### config.mk
export PLATFORM = sky130hd
export DESIGN_NAME = spi_responder_flat
export DESIGN_NICKNAME = d
export VERILOG_FILES = /design/src/rtl/spi_pkg.sv /design/src/rtl/spi_responder_if.sv /design/src/rtl/spi_edge_sync.sv /design/src/rtl/spi_responder.sv /design/src/flat_wrapper.sv
export SDC_FILE = /design/constraint.sdc
export NUM_CORES = 1
export LEC_CHECK = 0
export ABC_AREA = 1
export ABC_CLOCK_PERIOD_IN_PS = 1500
export CAP_MARGIN = 20
export CORE_ASPECT_RATIO = 0.5
export CORE_UTILIZATION = 56
export CTS_BUF_LIST = sky130_fd_sc_hd__clkbuf_16
export CTS_CLUSTER_SIZE = 12
export DETAILED_ROUTE_END_ITERATION = 10
export DONT_BUFFER_PORTS = 1
export HOLD_SLACK_MARGIN = 0.1
export PLACE_DENSITY_LB_ADDON = 0.05
export SLEW_MARGIN = 20
export SYNTH_ARGS = -nofsm -noshare
export SYNTH_HDL_FRONTEND = slang
export SYNTH_HIERARCHICAL = 1
export SYNTH_SLANG_ARGS = --single-unit
### constraint.sdc
create_clock -name i_clock -period 1.5 [get_ports i_clock]
set_input_delay 0.15 -clock i_clock [delete_from_list [all_inputs] [get_ports i_clock]]
set_output_delay 0.15 -clock i_clock [all_outputs]
set_load 0.05 [all_outputs]
### src/rtl/spi_pkg.sv
// -----------------------------------------------------------------------------
// spi_pkg
// Shared definitions for the SPI responder and any matching initiator model:
// transfer FSM state encoding and the position of the read/write flag in the
// address byte.
// Ports: none (package).
// Optional feature macro used by the responder: SPI_RESP_STATUS_EN.
// -----------------------------------------------------------------------------
package spi_pkg;

    typedef enum logic [1:0] {
        ST_IDLE = 2'd0,
        ST_ADDR = 2'd1,
        ST_DATA = 2'd2,
        ST_DONE = 2'd3
    } spi_state_t;

    // The read flag is the MSB of the address byte.
    function automatic int read_flag_pos(input int word_width);
        return word_width - 1;
    endfunction

    localparam int READ_FLAG = read_flag_pos(8);

endpackage

### src/rtl/spi_responder_if.sv
// -----------------------------------------------------------------------------
// spi_responder_if
// Register-side bus between the SPI responder and a register file.
//   o_rd_req   : one-cycle read request
//   o_rd_addr  : read address (WORD_WIDTH-1 bits)
//   i_rd_data  : read data, sampled one cycle after o_rd_req
//   o_wr_valid : one-cycle write strobe
//   o_wr_addr  : write address (WORD_WIDTH-1 bits)
//   o_wr_data  : write data
// Modports: master = responder side, slave = register file side.
// -----------------------------------------------------------------------------
interface spi_responder_if #(
    parameter int WORD_WIDTH = 8
);

    logic                  o_rd_req;
    logic [WORD_WIDTH-2:0] o_rd_addr;
    logic [WORD_WIDTH-1:0] i_rd_data;
    logic                  o_wr_valid;
    logic [WORD_WIDTH-2:0] o_wr_addr;
    logic [WORD_WIDTH-1:0] o_wr_data;

    modport master (
        output o_rd_req, o_rd_addr, o_wr_valid, o_wr_addr, o_wr_data,
        input  i_rd_data
    );

    modport slave (
        input  o_rd_req, o_rd_addr, o_wr_valid, o_wr_addr, o_wr_data,
        output i_rd_data
    );

endinterface

### src/rtl/spi_edge_sync.sv
// -----------------------------------------------------------------------------
// spi_edge_sync
// Multi-flop synchroniser for one asynchronous input followed by a rising /
// falling edge detector on the synchronised level.
//   i_clock    : system clock
//   i_reset    : synchronous active-high reset (chain forced to IDLE_LEVEL)
//   i_async    : asynchronous input
//   o_level    : synchronised level
//   o_rise     : one-cycle pulse on a synchronised 0->1 transition
//   o_fall     : one-cycle pulse on a synchronised 1->0 transition
// -----------------------------------------------------------------------------
module spi_edge_sync #(
    parameter int   STAGES     = 2,
    parameter logic IDLE_LEVEL = 1'b0
) (
    input  logic i_clock,
    input  logic i_reset,
    input  logic i_async,
    output logic o_level,
    output logic o_rise,
    output logic o_fall
);

    logic [STAGES-1:0] sync_q;
    logic              prev_q;

    always_ff @(posedge i_clock) begin
        if (i_reset) begin
            sync_q <= {STAGES{IDLE_LEVEL}};
            prev_q <= IDLE_LEVEL;
        end else begin
            // Truncating cast keeps this valid for a single-stage chain.
            sync_q <= STAGES'({sync_q, i_async});
            prev_q <= sync_q[STAGES-1];
        end
    end

    assign o_level = sync_q[STAGES-1];
    assign o_rise  = o_level & ~prev_q;
    assign o_fall  = ~o_level & prev_q;

endmodule

### src/rtl/spi_responder.sv
// -----------------------------------------------------------------------------
// spi_responder
// SPI (CPOL=0/CPHA=0) responder. A transfer is an address byte (MSB = read
// flag) followed by a data byte. Reads request data from a register file and
// return it on MISO during the data byte; writes strobe address and data out.
//   i_clock  : system clock (>= 8x SCLK)
//   i_reset  : synchronous active-high reset
//   SCLK, CS, MOSI : asynchronous SPI inputs (CS active low)
//   MISO     : serial data out, MSB first, 0 outside ADDR/DATA
//   i_status : status byte returned during the address byte
//              (present only when SPI_RESP_STATUS_EN is defined)
//   o_abort  : one-cycle pulse when CS rises mid-transfer
//   busy     : high whenever the FSM is not idle
//   reg_bus  : register-side read/write bus (spi_responder_if.master)
// Optional feature macro: SPI_RESP_STATUS_EN.
//
// state | meaning
// IDLE  | waiting for CS falling edge
// ADDR  | shifting in the address byte
// DATA  | shifting in/out the data byte
// DONE  | transfer complete, waiting for CS to rise
// -----------------------------------------------------------------------------
module spi_responder
    import spi_pkg::*;
#(
    parameter int WORD_WIDTH  = 8,
    parameter int SYNC_STAGES = 2
) (
    input  logic                  i_clock,
    input  logic                  i_reset,
    input  logic                  SCLK,
    input  logic                  CS,
    input  logic                  MOSI,
    output logic                  MISO,
`ifdef SPI_RESP_STATUS_EN
    input  logic [WORD_WIDTH-1:0] i_status,
`endif
    output logic                  o_abort,
    output logic                  busy,
    spi_responder_if.master       reg_bus
);

    localparam int CNT_W   = $clog2(2 * WORD_WIDTH + 1);
    localparam int BLANK_W = $clog2(SYNC_STAGES + 2);
    localparam int RD_BIT  = read_flag_pos(WORD_WIDTH);

    localparam logic [CNT_W-1:0]   ADDR_LAST = CNT_W'(WORD_WIDTH - 1);
    localparam logic [CNT_W-1:0]   DATA_LAST = CNT_W'(2 * WORD_WIDTH - 1);
    localparam logic [CNT_W-1:0]   BYTE_EDGE = CNT_W'(WORD_WIDTH);
    localparam logic [BLANK_W-1:0] BLANK_INIT = BLANK_W'(SYNC_STAGES + 1);

    spi_state_t state, state_next;

    logic sclk_level, sclk_rise, sclk_fall;
    logic cs_level, cs_rise, cs_fall;
    logic mosi_level, mosi_rise, mosi_fall;

    logic [CNT_W-1:0]      bit_cnt;
    logic [WORD_WIDTH-1:0] rx_shift;
    logic [WORD_WIDTH-1:0] rx_word;
    logic [WORD_WIDTH-1:0] tx_shift;
    logic [WORD_WIDTH-1:0] addr_byte;
    logic                  rd_load;
    logic [BLANK_W-1:0]    blank_cnt;

    logic in_xfer, start, abort, last_addr_bit, last_data_bit;

    spi_edge_sync #(.STAGES(SYNC_STAGES), .IDLE_LEVEL(1'b0)) u_sync_sclk (
        .i_clock (i_clock),
        .i_reset (i_reset),
        .i_async (SCLK),
        .o_level (sclk_level),
        .o_rise  (sclk_rise),
        .o_fall  (sclk_fall)
    );

    spi_edge_sync #(.STAGES(SYNC_STAGES), .IDLE_LEVEL(1'b1)) u_sync_cs (
        .i_clock (i_clock),
        .i_reset (i_reset),
        .i_async (CS),
        .o_level (cs_level),
        .o_rise  (cs_rise),
        .o_fall  (cs_fall)
    );

    spi_edge_sync #(.STAGES(SYNC_STAGES), .IDLE_LEVEL(1'b0)) u_sync_mosi (
        .i_clock (i_clock),
        .i_reset (i_reset),
        .i_async (MOSI),
        .o_level (mosi_level),
        .o_rise  (mosi_rise),
        .o_fall  (mosi_fall)
    );

    assign in_xfer = (state == ST_ADDR) || (state == ST_DATA);
    // After reset the CS chain flushes its idle 1 out; if CS was held low
    // through reset that looks like a falling edge, so it is blanked until a
    // genuinely new edge can arrive.
    assign start   = (state == ST_IDLE) && cs_fall && (blank_cnt == '0);
    assign abort   = in_xfer && cs_rise;
    assign rx_word = {rx_shift[WORD_WIDTH-2:0], mosi_level};

    assign last_addr_bit = (state == ST_ADDR) && sclk_rise && !cs_rise
                           && (bit_cnt == ADDR_LAST);
    assign last_data_bit = (state == ST_DATA) && sclk_rise && !cs_rise
                           && (bit_cnt == DATA_LAST);

    always_ff @(posedge i_clock) begin
        if (i_reset) begin
            state <= ST_IDLE;
        end else begin
            state <= state_next;
        end
    end

    always_comb begin
        state_next = state;
        case (state)
            ST_IDLE: if (start)              state_next = ST_ADDR;
            ST_ADDR: if (cs_rise)            state_next = ST_IDLE;
                     else if (last_addr_bit) state_next = ST_DATA;
            ST_DATA: if (cs_rise)            state_next = ST_IDLE;
                     else if (last_data_bit) state_next = ST_DONE;
            ST_DONE: if (cs_rise)            state_next = ST_IDLE;
            default:                         state_next = ST_IDLE;
        endcase
    end

    always_comb begin
        busy = (state != ST_IDLE);
        MISO = 1'b0;
        if (in_xfer) begin
            MISO = tx_shift[WORD_WIDTH-1];
        end
    end

    always_ff @(posedge i_clock) begin
        if (i_reset) begin
            bit_cnt            <= '0;
            rx_shift           <= '0;
            tx_shift           <= '0;
            addr_byte          <= '0;
            rd_load            <= 1'b0;
            blank_cnt          <= BLANK_INIT;
            o_abort            <= 1'b0;
            reg_bus.o_rd_req   <= 1'b0;
            reg_bus.o_rd_addr  <= '0;
            reg_bus.o_wr_valid <= 1'b0;
            reg_bus.o_wr_addr  <= '0;
            reg_bus.o_wr_data  <= '0;
        end else begin
            reg_bus.o_rd_req   <= 1'b0;
            reg_bus.o_wr_valid <= 1'b0;
            o_abort            <= abort;
            rd_load            <= reg_bus.o_rd_req;

            if (blank_cnt != '0) begin
                blank_cnt <= blank_cnt - 1'b1;
            end

            if (cs_level || (state == ST_IDLE)) begin
                bit_cnt <= '0;
            end else if (in_xfer && sclk_rise) begin
                bit_cnt <= bit_cnt + 1'b1;
            end

            if (start) begin
                rx_shift <= '0;
            end else if (in_xfer && sclk_rise && !cs_rise) begin
                rx_shift <= rx_word;
            end

            if (last_addr_bit) begin
                addr_byte <= rx_word;
                if (rx_word[RD_BIT]) begin
                    reg_bus.o_rd_req  <= 1'b1;
                    reg_bus.o_rd_addr <= rx_word[WORD_WIDTH-2:0];
                end
            end

            if (last_data_bit && !addr_byte[RD_BIT]) begin
                reg_bus.o_wr_valid <= 1'b1;
                reg_bus.o_wr_addr  <= addr_byte[WORD_WIDTH-2:0];
                reg_bus.o_wr_data  <= rx_word;
            end

            // The falling edge that closes the address byte must not shift:
            // the data byte has already been loaded and its MSB has to be on
            // MISO for the first data-byte rising edge.
            if (start) begin
`ifdef SPI_RESP_STATUS_EN
                tx_shift <= i_status;
`else
                tx_shift <= '0;
`endif
            end else if (last_addr_bit) begin
                tx_shift <= '0;
            end else if (rd_load && (state == ST_DATA)) begin
                tx_shift <= reg_bus.i_rd_data;
            end else if (in_xfer && sclk_fall && (bit_cnt != BYTE_EDGE)) begin
                tx_shift <= {tx_shift[WORD_WIDTH-2:0], 1'b0};
            end
        end
    end

endmodule

### src/flat_wrapper.sv
// flat-port wrapper written by rule: the top's interface ports become plain ports
module spi_responder_flat import spi_pkg::*;
#(
    parameter int WORD_WIDTH  = 8,
    parameter int SYNC_STAGES = 2
)
  (i_clock, i_reset, SCLK, CS, MOSI, MISO, o_abort, busy, reg_bus_o_rd_req, reg_bus_o_rd_addr, reg_bus_o_wr_valid, reg_bus_o_wr_addr, reg_bus_o_wr_data, reg_bus_i_rd_data);
  spi_responder_if #(.WORD_WIDTH(WORD_WIDTH)) reg_bus_i ();
  input  logic i_clock;
  input  logic i_reset;
  input  logic SCLK;
  input  logic CS;
  input  logic MOSI;
  output logic MISO;
  output logic o_abort;
  output logic busy;
  output wire logic [$bits(reg_bus_i.o_rd_req)-1:0] reg_bus_o_rd_req;
  output wire logic [$bits(reg_bus_i.o_rd_addr)-1:0] reg_bus_o_rd_addr;
  output wire logic [$bits(reg_bus_i.o_wr_valid)-1:0] reg_bus_o_wr_valid;
  output wire logic [$bits(reg_bus_i.o_wr_addr)-1:0] reg_bus_o_wr_addr;
  output wire logic [$bits(reg_bus_i.o_wr_data)-1:0] reg_bus_o_wr_data;
  input wire logic [$bits(reg_bus_i.i_rd_data)-1:0] reg_bus_i_rd_data;
  assign reg_bus_o_rd_req = reg_bus_i.o_rd_req;
  assign reg_bus_o_rd_addr = reg_bus_i.o_rd_addr;
  assign reg_bus_o_wr_valid = reg_bus_i.o_wr_valid;
  assign reg_bus_o_wr_addr = reg_bus_i.o_wr_addr;
  assign reg_bus_o_wr_data = reg_bus_i.o_wr_data;
  assign reg_bus_i.i_rd_data = reg_bus_i_rd_data;
  spi_responder #(.WORD_WIDTH(WORD_WIDTH), .SYNC_STAGES(SYNC_STAGES)) u_core (.i_clock(i_clock), .i_reset(i_reset), .SCLK(SCLK), .CS(CS), .MOSI(MOSI), .MISO(MISO), .o_abort(o_abort), .busy(busy), .reg_bus(reg_bus_i));
endmodule
==> flow_results.org, run 1 <==
** Outcome
- Run status :: finished, violations left
- Violated checks :: negative setup slack

** Global routing
- First-pass GRT wire length :: 9940 µm
- The number of global-route vias before repair came to 2,359.
- Maximum number of pins on one net before global-route repair :: 26
- Congestion Overflow GR :: 0
- Total Routing Usage GR :: 26.4%
- Initial antenna violation count :: 0

** Logic synthesis
- Synthesized net count :: 377
- Post-synthesis instance area :: 0.00266 mm²
- Synthesized instance count :: 355
- Warning count from the yosys run :: 6
- Averaged over all synthesized cells, the footprint is 7.49 µm².

** Setup path
- Worst-path fanout max :: 7
- FF-to-FF setup slack :: -0.09 ns
- Data on the critical path is required at its endpoint by 1.76 ns.
- R2R Path End :: u_core/reg_bus.o_wr_data[4]
- By startpoint and endpoint, the worst setup path is classified as register to register.
- STA classifies the critical path startpoint as a register.
- Launch instance of the worst register-to-register path :: u_core/bit_cnt[1]
- STA classifies the critical path endpoint as a register.
- Measured in cells, the most critical reg-to-reg path has a length of 11.
- For the worst setup path, the data arrival time is 1.85 ns.

** Placed design
- Routability cong. :: 0.808
- Before CTS, the worst setup slack after placement is -0.0695 ns.
- Port buffer count :: 0
- Half-perimeter wire length of the detailed placement result :: 3860 µm

** Detailed routing
- The first detailed-routing pass took 5 iterations.
- The final route contains 2,510 vias.
- Total wire length :: 6870 µm
- For this run, design rule violations remaining after detail routing come to 0.
- The detailed router finished its first iteration with 117 violations.
- Number of routed nets with antenna violations :: 0
- In the final routed layout, each cell accounts on average for 14.1 µm.
- After detailed routing, the number of vias per cell comes to 5.14.

** STA
- Setup violations remaining at the end of the flow were counted as 22.
- Final hold violation count :: 0
- Top achievable clock speed :: 0.630 GHz
- Dividing the final minimum period by the clock period gives 106%.
- For the final database, setup skew stands at 0.00433 ns.
- Unrepaired setup endpoints after global routing :: true
- For the final routed database, the setup TNS stands at -0.990 ns.
- At the pin with the least slew margin, the transition time is 0.514 ns.
- After layout, the worst setup slack is -0.0883 ns.
- Final max-slew violation count :: 0
- Relative slew margins :: 65.6%
- For the finished layout, the period the worst path requires is 1.59 ns.

** Cells and area
- Synthesis-to-layout area growth :: 43.8%
- Number of diodes added for antenna fixing :: 0
- Number of nets in the final layout :: 448
- Proportion of layout cells with a drive suffix above 1 :: 30.6%

** Clocking
- Clock-pin slew was measured on the worst setup and hold paths at 0.05 ns.
- Count of clock tree sinks :: 66
- Counting along the longest clock path gives a buffer depth of 2.
- Clock H-tree levels :: 3
- The cell sitting at the root of the clock tree is a clkbuf_16.
- TritonCTS created 9 clock buffers.
- The later pin in the worst-skew pair is clocked with a latency of 0.32 ns.
- TritonCTS clock tree :: yes

** Power and ir drop
- Cell leakage power :: 0.00173 µW
- For this design the ratio of total power to cell area is 1280 mW/mm².
- Peak supply drop :: 0.871 mV

** Run
- Number of max-cap violations :: 0

** Floorplan
- DIE WIDTH :: 99.4 µm
- Core area :: 0.00447 mm²
- Once the floorplan was initialized, standard cells occupied 59.5% of the core.
- Placement Rows :: 17
- I/O pin count :: 40
- Floorplan die area :: 0.00504 mm²
- Measured along the y axis, the die boundary spans 50.7 µm.

** Min path
- The path with the worst hold slack has its endpoint at u_core/tx_shift[3].
- Beginning of the worst hold path :: reg_bus_i_rd_data[3]
- The tightest min-delay check is of the input pin to register type.
- Hold path cells :: 4
per-layer routing:
metal / track usage (%) / part of all wire, % / vias to the layer above
li1: - / - / 1258
met1: 27.1 / 40 / 1144
met2: 50.5 / 52 / 93
met3: 7.66 / 5.9 / 15
met4: 12.5 / 1.6 / 0
met5: 0 / 0 / -
per-stage QoR:
stage               power (µW)  hold slack, ns  cell area (µm²)  instances  utilization, %
floorplan                 2350           0.221             2660        355               -
global placement          2540           0.224             3060        452            68.6
detailed placement        2560           0.226             3060        452            68.6
CTS                       4800           0.109             3530        481            79.0
global route              5080           0.134             3820        488            85.5
finish                    4900           0.110             3820        488            85.5
area by class of cell:
| type | count | area [µm²] |
|---|---|---|
| clock buffer | 9 | 225 |
| clock inverter | 7 | 86.3 |
| fill | 242 | 646 |
| inverter | 50 | 199 |
| multi-input combinational | 233 | 1320 |
| sequential | 66 | 1330 |
| tap | 57 | 71.3 |
| timing repair buffer | 66 | 591 |
worst max-delay path, cell delays in order (launching register included):
cell       delay (ns)
dfxtp_2          0.35
ha_4             0.14
nand2_2          0.04
nor2_2           0.10
ha_2             0.18
nand2_2          0.07
nor2_4           0.14
nand2_4          0.11
inv_8            0.10
clkbuf_16        0.16
nor2_2           0.04
nor2_1           0.09
registers in the layout, indices dropped and copies added, names as in the netlist:
| register | flops |
|---|---|
| u_core/state | 2 |
| u_core/reg_bus.o_wr_valid | 1 |
| u_core/reg_bus.o_rd_addr | 7 |
| u_core/tx_shift | 8 |
| u_core/bit_cnt | 5 |
| u_core/rx_shift | 7 |
| u_core/u_sync_cs/sync_q | 2 |
| u_core/blank_cnt | 2 |
| u_core/u_sync_sclk/sync_q | 2 |
| u_core/u_sync_mosi/sync_q | 2 |
| u_core/o_abort | 1 |
| u_core/rd_load | 1 |
| u_core/reg_bus.o_wr_addr | 7 |
| u_core/reg_bus.o_rd_req | 1 |
| u_core/u_sync_sclk/prev_q | 1 |
| u_core/addr_byte | 8 |
| u_core/reg_bus.o_wr_data | 8 |
| u_core/u_sync_cs/prev_q | 1 |
worst max path at each step:
stage | from | to | slack (ns) | cells after the start
global route | u_core/bit_cnt[1] | u_core/reg_bus.o_wr_data[2] | -0.18 | 11
detailed placement | u_core/bit_cnt[0] | u_core/reg_bus.o_wr_data[3] | -0.07 | 10
CTS | u_core/bit_cnt[0] | u_core/reg_bus.o_wr_addr[1] | -0.07 | 10
global placement | u_core/bit_cnt[0] | u_core/reg_bus.o_wr_addr[4] | -0.008 | 10
finish | u_core/bit_cnt[1] | u_core/reg_bus.o_wr_data[4] | -0.09 | 11
floorplan | u_core/bit_cnt[0] | u_core/reg_bus.o_wr_addr[2] | 0.03 | 10
cells in the final DEF, fill, tap and decap left out, types with 3 or more instances in the layout:
master	count
nand2_2	8
dlygate4sd3_1	12
dfxtp_1	62
a21oi_2	5
o21ai_2	3
nor2_4	12
o21ai_1	17
inv_2	8
buf_6	6
a21oi_1	17
nand3_1	17
nor2_1	45
nand2_1	59
nor2_2	14
dfxtp_2	4
clkbuf_16	10
ha_1	5
inv_1	42
o21ai_0	15
buf_4	45
what timing repair did:
action | 4_1_cts | 5_1_grt
gates cloned | 0 | 2
buffers inserted | 1 | 5
pin swaps | 1 | 23
hold buffers | 12 | 0
hold endpoints to repair | 20 | 0
endpoints found under the setup margin | 29 | 49
resized for setup | 14 | 77
power by group:
part	total, µW	internal [µW]	leakage [µW]	switching (µW)
sequential	1860	1810	0.000536	44.0
combinational	899	376	0.00104	522
clock	2150	1440	0.000162	708
total	4900	3630	0.00173	1270
(Power assumes the default switching activity.)
==> run 2, diff against run 1 <==
CORE_UTILIZATION = 37   (was 56)
CTS_BUF_LIST = not set   (was sky130_fd_sc_hd__clkbuf_16)
==> flow_results.org, run 2 (same netlist as run 1, synthesis figures left out) <==
** STA
- Crit share post-route :: 105%
- Unrepaired setup endpoints after global routing :: true
- Clock period minus worst slack :: 1.57 ns
- Hold slack :: 0.115 ns
- For the pin with the worst max-slew slack, the measured transition is 0.493 ns.
- Clock Skew :: 0.00430 ns
- Sum of negative setup slack :: -0.484 ns
- The max-slew violation count came to 0.
- Setup violations remaining at the end of the flow were counted as 12.
- Relative slew margins :: 67.1%
- Final worst setup slack :: -0.0677 ns
- Final hold violation count :: 0
- Top achievable clock speed :: 0.638 GHz

** Placed design
- Number of instances in the placed design :: 483
- Detailed placement finished with a half-perimeter wire length of 4230 µm.
- Routability cong. :: 0.782
- Input and output buffers added on the ports amount to 0.

** Min path
- Class of the most critical hold timing path :: input pin to register

** Clocking
- TritonCTS created 9 clock buffers.
- Number of buffers on the longest clock path :: 2
- TritonCTS built the clock tree.
- Root Buffer :: clkbuf_16
- The clock reaches the later pin of the worst-skew pair after 0.33 ns.
- Clock-pin slew of the registers on the worst-case setup and hold paths :: 0.05 ns
- The clock drives 66 sinks.
- Clock H-tree levels :: 3

** Floorplan
- DIE WIDTH :: 122 µm
- The core region is 0.00681 mm².
- Row generation in the floorplan step produced 21 rows.
- Once the floorplan was initialized, standard cells occupied 39.1% of the core.
- The die covers 0.00755 mm².
- I/O pin count :: 40
- The floorplan step set the die height to 61.9 µm.

** Detailed routing
- Router iterations before antenna repair :: 4
- DR iter-0 viols :: 127
- The count of nets left with antenna violations once routing finished came out at 0.
- Average wire length per cell after detail routing :: 11.9 µm
- The detailed router placed 2,350 vias in this run.
- Final routed DRC violation total :: 0
- Via density per instance :: 4.54
- Wires add up to 6150 µm.

** Cells and area
- Fillcell total :: 665
- Synthesis-to-layout area growth :: 41.5%
- Once layout is complete, the cells apart from fillers number 518.
- The library cells used most frequently in the layout, excluding fill and tap cells, are nor2_1 (64), dfxtp_1 (61), nand2_1 (59).
- Cells fill 55.2% of the core in the end.
- The library cell used most frequently in the layout, excluding fill and tap cells, is nor2_1.
- Number of diodes added for antenna fixing :: 0
- In the final layout, the registers with the most flip-flops are u_core/addr_byte (8), u_core/reg_bus.o_wr_data (8), u_core/tx_shift (8).
- After the last flow step, the layout net total stands at 443.
- Proportion of layout cells with a drive suffix above 1 :: 26.1%

** Power and ir drop
- Peak supply drop :: 1.25 mV
- Internal power :: 3680 µW
- The analysis attributes to cell leakage a power of 0.00172 µW.
- Net switching power figure :: 1250 µW
- Combinational cells account for 17.1% of the total power.
- Power density over the cells :: 1310 mW/mm²
- Summing internal, switching and leakage power gives 4930 µW.
- Share of power burned in registers :: 37.7%
- Share of power burned in the clock network :: 45.2%
- In this run switching power makes up 25.4% of total power.

** Global routing
- Via count of the first global-routing pass :: 2,169
- Entering global routing, the biggest net connects 18 pins.
- Summed over all layers, the global routing overflow is 0.
- Total Routing Usage GR :: 17.2%
- Initial antenna violation count :: 0
- First-pass GRT wire length :: 9560 µm

** Setup path
- In this run the worst path has a maximum fanout of 6.
- The worst setup path is captured at a register.
- CP Data Arrival Time :: 1.79 ns
- The worst setup path is of the register to register kind.
- Startpoint class of the critical path :: register
- At the worst endpoint, the required time is 1.72 ns.

** Outcome
- Run status :: finished, violations left
- Violated checks :: negative setup slack

** Run
- Across the run, the number of max-cap violations was 0.
## run 2: cell count changes in the layout (fill, tap and decap cells not counted), moves of 2 or more
cell and change:
a21oi_1 +4, a21oi_2 -4, buf_4 -3, buf_6 -4, inv_2 -2, nor2_1 +19, nor2_2 -10, nor2_4 -9
o21ai_0 +3, o21ai_1 -10, o21ai_2 +7
## run 2: routing by layer
metal	GRT usage, %	share of wire (%)
met1	20.4	52
met2	28.7	42
met3	7.30	4.8
met4	5.82	0.94
met5	0	0
## run 2: layout make-up
cell class	instances	area (µm²)	share of cell area (%)
timing repair inverter	1	5.00	0.133
clock buffer	11	243	6.46
timing repair buffer	61	571	15.2
inverter	50	195	5.19
multi-input combinational	232	1230	32.6
clock inverter	5	77.6	2.06
sequential	66	1330	35.3
tap	92	115	3.06
## run 2: what timing repair did
| item | CTS | global route |
|---|---|---|
| gates resized for setup | 32 | 26 |
| pin swaps | 0 | 8 |
| endpoints found under the setup margin | 34 | 49 |
| setup buffers | 1 | 3 |
| hold buffers | 12 | 0 |
| endpoints found under the hold margin | 26 | 0 |
| gates cloned | 0 | 3 |
## run 2: worst paths after layout
path                                 from                            to  slack [ns]  cells past startpoint
max                     u_core/bit_cnt[1]   u_core/reg_bus.o_wr_data[5]       -0.07                     10
min reg2reg  u_core/u_sync_sclk/sync_q[0]  u_core/u_sync_sclk/sync_q[1]        0.40                      2
max reg2reg             u_core/bit_cnt[1]   u_core/reg_bus.o_wr_data[5]       -0.07                     10
min                  reg_bus_i_rd_data[6]            u_core/tx_shift[6]        0.12                      4
## run 2: power groups by stage
stage	clock [µW]	combinational [µW]	sequential [µW]
2_1_floorplan	0	468	1880
3_5_place_dp	0	665	1890
5_1_grt	2380	946	1860
6_report	2230	843	1860
4_1_cts	2290	787	1860
3_3_place_gp	0	650	1890
## run 2: through the flow
step,instance area [µm²],worst slack (ns)
after global placement,3090,-0.0398
after detailed placement,3090,-0.0662
after CTS,3590,-0.0337
after global routing,3760,-0.167
final,3760,-0.0677
after floorplan,2660,0.0297
## run 2: worst max-delay path, cell delays in order (launching register included)
cell and delay [ns]:
dfxtp_2 0.35, ha_4 0.14, nand2_2 0.05, nor2_2 0.10
ha_2 0.17, nand2_2 0.07, nor2_4 0.13, nand2_4 0.11
clkbuf_16 0.18, o21ai_1 0.11, nor2_1 0.05
==> run 3, diff against run 2 <==
PLACE_DENSITY_LB_ADDON = 0.15   (was 0.05)
==> flow_results.org, run 3 (same netlist as run 1, synthesis figures left out) <==
** Setup path
- In this run the critical register-to-register path is launched from u_core/bit_cnt[0].
- Tracing the worst setup path back leads to its startpoint at u_core/bit_cnt[0].
- Data required time of the critical path :: 1.78 ns
- At the worst endpoint, the arrival time is 1.84 ns.
- STA classifies the critical path endpoint as a register.
- Worst-path fanout max :: 4
- Setup CP Type :: register to register
- The worst setup path is launched from a register.

** Cells and area
- Fillcell total :: 644
- Most frequent cells in the layout :: nor2_1 (65), dfxtp_1 (62), nand2_1 (56)
- In the final layout, the multi-input gates occupy 0.00127 mm².
- 0 antenna diodes ended up in the layout.
- Proportion of layout cells with a drive suffix above 1 :: 28.4%
- Storage cell area :: 0.00133 mm²
- Final design instance area without fill :: 0.00383 mm²
- Largest registers :: u_core/addr_byte (8), u_core/reg_bus.o_wr_data (8), u_core/tx_shift (8)
- Number of nets in the final layout :: 452
- Leaving out fill and tap cells, the most frequent cell in the layout is nor2_1.
- Compared with the post-synthesis result, the final layout area differs by 44.2%.
- Final core utilization :: 56.3%

** Floorplan
- 40 I/O pins were placed.
- The die covers 0.00755 mm².
- Once the floorplan was initialized, standard cells occupied 39.1% of the core.
- Placement Rows :: 21
- In this run the vertical extent of the chip is 61.9 µm.
- Core area :: 0.00681 mm²
- DIE WIDTH :: 122 µm

** Clocking
- Clock tree synthesis selected as its root buffer the cell clkbuf_16.
- In this run, CTS created clock tree buffers numbering 9.
- Worst skew pair latency :: 0.33 ns
- Number of buffers on the longest clock path :: 2
- Clock-pin slew of the registers on the worst-case setup and hold paths :: 0.05 ns
- Count of clock tree sinks :: 66
- TritonCTS clock tree :: yes
- Clock H-tree levels :: 3

** Outcome
- Run status :: finished, violations left
- Violated checks :: negative setup slack

** STA
- Crit share post-route :: 104%
- Final max-slew violation count :: 0
- Final worst setup slack :: -0.0612 ns
- Setup Viol. Count Final :: 9
- Relative slew margins :: 64.3%
- Based on the critical path, the design can be clocked at up to 0.641 GHz.
- After routing, the total negative slack on setup checks comes to -0.244 ns.
- Final hold violation count :: 0
- Actual slew at the worst max-slew pin :: 0.533 ns
- Unrepaired setup endpoints after global routing :: true
- The clock arrives with 0.00567 ns of skew.
- Clock period minus worst slack :: 1.56 ns

** Global routing
- Via count of the first global-routing pass :: 2,097
- Maximum number of pins on one net before global-route repair :: 20
- Global routing finished with a remaining overflow of 0.
- Across every metal layer, demand over resource in global routing totals 17.7%.
- Initial antenna violation count :: 0
- The first global-routing pass estimated 9580 µm of wire.

** Placed design
- In this run the tool buffered the top-level ports with 0 buffer cells.
- Half-perimeter wire length of the detailed placement result :: 4200 µm
- The placed instances occupy a cell area of 0.00311 mm².
- Routability-driven placement finished with a final weighted congestion of 0.806.

** Min path
- Beginning of the worst hold path :: i_reset
- The worst hold path belongs to the class input pin to register.

** Run
- Across the run, the number of max-cap violations was 0.

** Detailed routing
- The detailed router placed 2,455 vias in this run.
- After detailed routing, the average wire length per cell comes to 12.2 µm.
- After the first detailed-routing iteration, the DRC count stood at 108.
- Router iterations before antenna repair :: 4
- Final routed DRC violation total :: 0
- Via density per instance :: 4.68
- In this run the remaining antenna-violating nets after routing total 0.
- Total wire length :: 6380 µm

** Power and ir drop
- Cell leakage power :: 0.00174 µW
- The worst-case IR drop observed on VDD is 0.838 mV.
- For this design the ratio of total power to cell area is 1220 mW/mm².
[run 3: cell count changes in the layout (fill, tap and decap cells not counted), moves of 2 or more]
cell	previous run	this run
clkinv_2	3	1
buf_4	42	48
o21ai_2	10	16
nand2_1	59	56
nand2_2	7	10
o21ai_0	18	8
o21ai_1	7	11
[run 3: metrics by stage]
step	power (µW)	cells	hold slack, ns	worst slack [ns]
after global placement	2530	486	0.223	-0.00210
after detailed placement	2550	486	0.225	-0.0417
after CTS	4650	514	0.108	-0.0162
final	4670	525	0.125	-0.0612
after global routing	4930	525	0.133	-0.141
after floorplan	2350	355	0.221	0.0297
[run 3: worst paths after layout]
path	end	slack [ns]	cells after the start
setup / recovery	u_core/addr_byte[7]	-0.06	9
hold / removal	u_core/rx_shift[2]	0.12	4
setup reg to reg	u_core/addr_byte[7]	-0.06	9
hold reg to reg	u_core/u_sync_sclk/sync_q[1]	0.40	2
[run 3: report_power, final]
part | internal [µW] | switching, µW
clock network | 1260 | 698
registers | 1820 | 41.5
logic | 358 | 493
total | 3440 | 1230
[run 3: per-layer routing]
layer | routed length, µm | part of all wire, % | GRT usage [%] | vias up
met5 | 0 | 0 | 0 | -
met4 | 82 | 1.3 | 10.2 | 0
met3 | 342 | 5.4 | 7.03 | 9
met2 | 2940 | 46 | 29.6 | 44
met1 | 3020 | 47 | 20.0 | 1138
li1 | - | - | - | 1264
[run 3: area by class of cell]
| cell class | instances | area share, % |
|---|---|---|
| Clock inverter | 3 | 1.11 |
| Inverter | 50 | 5.09 |
| Timing Repair Buffer | 69 | 16.8 |
| Clock buffer | 11 | 6.07 |
| Multi-Input combinational cell | 233 | 33.1 |
| Timing Repair inverter | 1 | 0.163 |
| Sequential cell | 66 | 34.6 |
| Tap cell | 92 | 3.00 |
[run 3: critical path: stages (launching register included)]
cell	delay, ns
dfxtp_2	0.36
ha_4	0.15
buf_4	0.10
buf_4	0.10
nand3_1	0.10
inv_2	0.12
buf_12	0.12
nand4_1	0.21
buf_4	0.22
nand2_1	0.04
[run 3: what timing repair did]
action / CTS / global route
setup buffers: 2 / 7
hold endpoints to repair: 26 / 0
hold buffers: 12 / 0
setup endpoints to repair: 33 / 50
gates resized for setup: 27 / 50
cloned: 0 / 4
pin swaps: 3 / 23
